### src/rtl/int_ctrl_n_pkg.sv
// Shared constants for the interrupt controller and the instruction decoder:
// default vector layout, eret encoding and CP0 cause codes.
package int_pkg;

    localparam logic [31:0] VEC_BASE_DEF   = 32'h0000_0800;
    localparam logic [31:0] VEC_STRIDE_DEF = 32'h0000_0010;

    // eret is COP0 with the CO bit set and this funct field
    localparam logic [5:0] OP_COP0    = 6'h10;
    localparam logic [5:0] FUNCT_ERET = 6'h18;

    localparam logic [4:0] CAUSE_INT  = 5'h00;
    localparam logic [4:0] CAUSE_SYS  = 5'h08;
    localparam logic [4:0] CAUSE_BP   = 5'h09;
    localparam logic [4:0] CAUSE_RI   = 5'h0a;
    localparam logic [4:0] CAUSE_OV   = 5'h0c;

    // Handler address of source idx, truncated to 32 bits
    function automatic logic [31:0] vec_addr(input logic [31:0] base,
                                             input logic [31:0] stride,
                                             input logic [31:0] idx);
        logic [31:0] off;
        off = 32'(stride * idx);
        return 32'(base + off);
    endfunction

endpackage

### src/rtl/int_ctrl_n_prio_enc.sv
// Lowest-index-wins priority encoder: valid plus index of the lowest set bit.
module prio_enc_n #(
    parameter int unsigned N  = 4,
    parameter int unsigned IW = (N > 1) ? $clog2(N) : 1
) (
    input  logic [N-1:0]  req,
    output logic          valid,
    output logic [IW-1:0] idx
);

    always_comb begin
        valid = |req;
        idx   = '0;
        for (int i = N - 1; i >= 0; i--) begin
            if (req[i]) idx = IW'(i);
        end
    end

endmodule

### src/rtl/int_ctrl_n.sv
// Prioritised, optionally nesting interrupt controller with an EPC stack;
// drives the next-PC mux with int_take/int_vec and eret_take/eret_pc.
module int_ctrl_n
    import int_pkg::*;
#(
    parameter int unsigned N_SRC      = 4,
    parameter int unsigned AW         = 32,
    parameter logic [31:0] VEC_BASE   = VEC_BASE_DEF,
    parameter logic [31:0] VEC_STRIDE = VEC_STRIDE_DEF,
    parameter bit          NESTED     = 1'b1
) (
    input  logic                              clk,
    input  logic                              rst,
    input  logic [N_SRC-1:0]                  irq_req,
    input  logic                              cpu_run,
    input  logic [AW-1:0]                     pc_next,
    input  logic                              eret,
    input  logic                              ie_we,
    input  logic                              ie_din,
    input  logic                              mask_we,
    input  logic [N_SRC-1:0]                  mask_din,
    output logic                              int_take,
    output logic [AW-1:0]                     int_vec,
    output logic                              eret_take,
    output logic [AW-1:0]                     eret_pc,
    output logic [N_SRC-1:0]                  pending,
    output logic [N_SRC-1:0]                  in_service,
    output logic [$clog2(N_SRC+1)-1:0]        depth,
    output logic                              eret_err
);

    localparam int unsigned IW = (N_SRC > 1) ? $clog2(N_SRC) : 1;
    localparam int unsigned DW = $clog2(N_SRC + 1);

    logic [N_SRC-1:0] irq_q;
    logic [N_SRC-1:0] mask;
    logic             ie;
    logic             armed;
    logic [AW-1:0]    epc [N_SRC];

    logic             cand_valid;
    logic [IW-1:0]    cand_idx;
    logic             svc_valid;
    logic [IW-1:0]    svc_idx;
    logic             preempt_ok;
    logic [N_SRC-1:0] cand_oh;
    logic [N_SRC-1:0] svc_oh;
    logic [N_SRC-1:0] rise;
    logic [N_SRC-1:0] pending_nxt;
    logic [IW-1:0]    push_slot;
    logic [IW-1:0]    top_slot;

    prio_enc_n #(.N(N_SRC), .IW(IW)) u_cand (
        .req   (pending & mask),
        .valid (cand_valid),
        .idx   (cand_idx)
    );

    prio_enc_n #(.N(N_SRC), .IW(IW)) u_svc (
        .req   (in_service),
        .valid (svc_valid),
        .idx   (svc_idx)
    );

    // Next-PC control and pending update
    always_comb begin
        if (NESTED) preempt_ok = !svc_valid || (cand_idx < svc_idx);
        else        preempt_ok = !svc_valid;

        eret_take = cpu_run & eret & (depth != '0);
        eret_err  = cpu_run & eret & (depth == '0);
        int_take  = cpu_run & ie & cand_valid & preempt_ok & ~eret_take;

        cand_oh   = N_SRC'(1) << cand_idx;
        svc_oh    = N_SRC'(1) << svc_idx;
        push_slot = IW'(depth);
        top_slot  = IW'(depth - DW'(1));

        int_vec = '0;
        if (int_take) int_vec = AW'(vec_addr(VEC_BASE, VEC_STRIDE, 32'(cand_idx)));

        eret_pc = '0;
        if (depth != '0) eret_pc = epc[top_slot];

        // Lines are only sampled on the first edge after reset, so a level
        // held through reset is not mistaken for a new request.
        rise = armed ? (irq_req & ~irq_q) : '0;
        pending_nxt = (pending & ~(int_take ? cand_oh : '0)) | rise;
    end

    always_ff @(posedge clk or posedge rst) begin
        if (rst) begin
            armed      <= 1'b0;
            irq_q      <= '0;
            pending    <= '0;
            in_service <= '0;
            depth      <= '0;
            ie         <= 1'b0;
            mask       <= '0;
            for (int i = 0; i < int'(N_SRC); i++) epc[i] <= '0;
        end else begin
            armed   <= 1'b1;
            irq_q   <= irq_req;
            pending <= pending_nxt;
            if (ie_we)   ie   <= ie_din;
            if (mask_we) mask <= mask_din;
            if (eret_take) begin
                depth      <= depth - DW'(1);
                in_service <= in_service & ~svc_oh;
            end else if (int_take) begin
                epc[push_slot] <= pc_next;
                depth          <= depth + DW'(1);
                in_service     <= in_service | cand_oh;
            end
        end
    end

endmodule
### config.mk
export PLATFORM = sky130hd
export DESIGN_NAME = int_ctrl_n
export DESIGN_NICKNAME = d
export VERILOG_FILES = /design/src/rtl/int_ctrl_n_pkg.sv /design/src/rtl/int_ctrl_n_prio_enc.sv /design/src/rtl/int_ctrl_n.sv
export SDC_FILE = /design/constraint.sdc
export NUM_CORES = 1
export LEC_CHECK = 0
export CAP_MARGIN = 5
export CORE_ASPECT_RATIO = 1.2
export CORE_MARGIN = 2
export CORE_UTILIZATION = 53
export CTS_CLUSTER_DIAMETER = 200
export CTS_CLUSTER_SIZE = 14
export DETAILED_ROUTE_END_ITERATION = 7
export PLACE_DENSITY_LB_ADDON = 0.15
export SYNTH_ARGS = -nofsm -noshare
export SYNTH_HDL_FRONTEND = slang
export SYNTH_SLANG_ARGS = --single-unit
### constraint.sdc
create_clock -name clk -period 5.7 [get_ports clk]
set_input_delay 0.855 -clock clk [delete_from_list [all_inputs] [get_ports clk]]
set_output_delay 0.855 -clock clk [all_outputs]
set_load 0.02 [all_outputs]
==> impl_metrics.env <==
export IMPL_avgSynthCellArea_um2=14.7
export IMPL_io_buffers=95
export IMPL_core_area_mm2=0.0131
export IMPL_fin_setup_tns_ns=0
export IMPL_end_kind="output port"
export IMPL_combPwrFrac_pct=49.4
export IMPL_fin_crit_sh_pct=70.5
export IMPL_whs_endpoint="pending[2]"
export IMPL_grt_pass1_wl_um=23000
export IMPL_syn_inst=479
export IMPL_synth_top_area_share_pct=53.0
export IMPL_slew_violations=0
export IMPL_stdcell_area_mm2=0.00858
export IMPL_areaGrowthSynthToFinish_pct=22.0
export IMPL_r2r_end="epc[11]"
export IMPL_dpl_hpwl_um=8780
export IMPL_relSlewSlack_pct=32.0
export IMPL_timing_fmax_mhz=249
export IMPL_seqCellArea_mm2=0.00373
export IMPL_min_from="irq_q[2]"
export IMPL_rr_worst_depth=8
export IMPL_final_fill_count=990
export IMPL_vias=4152
export IMPL_avgRoutedWirePerCell_um=19.1
export IMPL_cts_root_buf="clkbuf_16"
export IMPL_reg2reg_from="pending[1]"
export IMPL_power_net_switching_w=0.00195
export IMPL_antenna_found_initial=0
export IMPL_final_hold_viol_count=0
export IMPL_clockPowerShare_pct=19.4
export IMPL_leakagePower_nw=3.75
export IMPL_die_x_um=109
export IMPL_post_cts_buffers=0
export IMPL_diodes=0
export IMPL_path_clk_slew_ns=0.06
export IMPL_final_common_cell="dfrtp_1"
export IMPL_cap_violations=0
export IMPL_final_nets=626
export IMPL_cp_max_fo=36
export IMPL_drive_gt1_share_pct=36.1
export IMPL_worstSetupPathType="reg2out"
export IMPL_synth_area_leaders="dfrtp_1 53%, mux2_2 21%, mux4_2 10%"
export IMPL_rsz0062_at_grt="false"
export IMPL_p_sw_share_pct=34.1
export IMPL_synth_area_leader_cell="dfrtp_1"
export IMPL_start_util_pct=53.8
export IMPL_syn_area_mm2=0.00703
export IMPL_setup_violations=0
export IMPL_finClkSkew_ns=0.0104
export IMPL_r2r_slack_ns=2.72
export IMPL_holdPathStages=1
export IMPL_final_util_pct=65.7
export IMPL_cts_inserted_buffers=17
export IMPL_place_gp_congestion=0.782
export IMPL_dieHeight_um=130
export IMPL_drt_total_wl_um=14400
export IMPL_cts_resized_gates=0
export IMPL_via_per_inst=5.52
export IMPL_postPlaceCellArea_mm2=0.00799
export IMPL_ios=125
export IMPL_synth_warnings=0
export IMPL_intPower_w=0.00377
export IMPL_multi_input_area_mm2=0.00302
export IMPL_cts_tree="yes"
export IMPL_pwr_density_cell_mw_per_mm2=667
export IMPL_drt_initial_drc_count=140
export IMPL_gr_total_overflow=0
export IMPL_drt_pass1_iterations=6
export IMPL_grt_max_degree=113
export IMPL_worstPathRequired_ns=4.85
export IMPL_min_period_ns=4.02
export IMPL_remaining_drc_errors=0
export IMPL_drtAntennaViolNets=0
export IMPL_mostFrequentLayoutCells="148 x dfrtp_1, 131 x mux2_2, 95 x clkdlybuf4s50_1"
export IMPL_grt_usage_pct=21.6
export IMPL_outcome="complete, no violations"
export IMPL_die_area_mm2=0.0142
export IMPL_worst_pin_slew_ns=1.02
export IMPL_start_kind="flop"
export IMPL_yosysUniqueCellTypes=39
export IMPL_ir_drop_uv=354
export IMPL_insertion_delay_ns=0.41
export IMPL_postCtsHoldBufs=0
export IMPL_grt_pass1_vias=4468
export IMPL_ys_seq_area_share_pct=53.0
export IMPL_ys_ff_latch=149
export IMPL_clk_path_buf_depth=2
export IMPL_h_tree_depth=4
export IMPL_hold_class="reg2reg"
export IMPL_fp_row_count=46
export IMPL_p_seq_share_pct=31.2
export IMPL_arrival_ns=3.16
export IMPL_cts_sink_count=149
registers in the layout, summed over array words and instances, names as in the netlist:
| register | cells |
|---|---|
| depth | 3 |
| armed | 1 |
| irq_q | 4 |
| epc | 128 |
| in_service | 4 |
| mask | 4 |
| pending | 4 |
| ie | 1 |
synthesized netlist by cell type, drive strengths merged:
library cell,n
ha,6
a311o,1
and3,3
mux2,133
a22o,1
xnor2,2
mux4,32
a31oi,2
o22ai,2
a32oi,1
and2,3
clkbuf,7
o211a,1
inv,8
a211oi,1
nor2,8
o21ai,5
a32o,4
or2,1
a21oi,2
o221ai,1
nand4,1
nand3,6
conb,2
nor2b,34
dfrtp,149
buf,48
nor3,2
nand2,12
o2bb2ai,1
worst max-delay path, stage by stage (launching register included):
cell,delay (ns)
dfrtp_1,0.42
inv_1,0.12
ha_2,1.02
mux4_2,0.37
nor2b_1,0.20
clkdlybuf4s50_1,0.64
per-layer routing:
| metal | vias up | global-route usage (%) | wire (µm) |
|---|---|---|---|
| met5 | - | 0 | 0 |
| met1 | 2202 | 26.9 | 5980 |
| li1 | 1853 | - | - |
| met2 | 89 | 37.8 | 7770 |
| met4 | 0 | 5.73 | 109 |
| met3 | 8 | 5.29 | 519 |
area by class of cell:
class,count,share of cell area [%]
Clock inverter,13,1.87
Multi-Input combinational cell,295,35.1
Clock buffer,17,4.96
Inverter,8,0.408
Timing Repair Buffer,102,11.7
Tap cell,168,2.45
Sequential cell,149,43.5
worst max-delay path by stage:
| stage | from | to | slack, ns | cells after the start |
|---|---|---|---|---|
| after detailed placement | cpu_run | int_vec[11] | 1.99 | 8 |
| after global routing | pending[1] | int_vec[4] | 1.55 | 8 |
| after CTS | depth[1] | eret_pc[27] | 1.64 | 5 |
| final | depth[1] | eret_pc[21] | 1.68 | 5 |
| after floorplan | rst | armed | 0.84 | 1 |
| after global placement | cpu_run | int_take | 2.01 | 8 |
logic make-up (layout without fill, tap and decap cells):
group           count (synthesis)  count (layout)  share of synthesized area (%)
simple gates                   70              70                           5.80
mux                           165             165                           31.5
other cells                     2              30                          0.107
fa+ha+maj                       6               6                           1.07
buf+inv                        63             140                           5.71
flops                         149             149                           53.0
compound gates                 22              22                           2.51
xor+xnor                        2               2                          0.249
power groups by stage:
stage / logic [W] / clock network, W / registers (W)
final: 0.00283 / 0.00111 / 0.00179
after detailed placement: 0.00285 / 0 / 0.00180
after global routing: 0.00302 / 0.00118 / 0.00185
after floorplan: 0.00190 / 0 / 0.00176
after CTS: 0.00287 / 0.00113 / 0.00179
after global placement: 0.00280 / 0 / 0.00175
through the flow:
step / cells / setup WS [ns] / total power, W / hold WS (ns)
floorplan: 507 / 0.837 / 0.00365 / 0.393
global placement: 722 / 2.01 / 0.00455 / 0.394
detailed placement: 722 / 1.99 / 0.00465 / 0.405
CTS: 752 / 1.64 / 0.00579 / 0.407
global route: 752 / 1.55 / 0.00605 / 0.429
finish: 752 / 1.68 / 0.00572 / 0.427
Power figures use the tool's default switching activity.
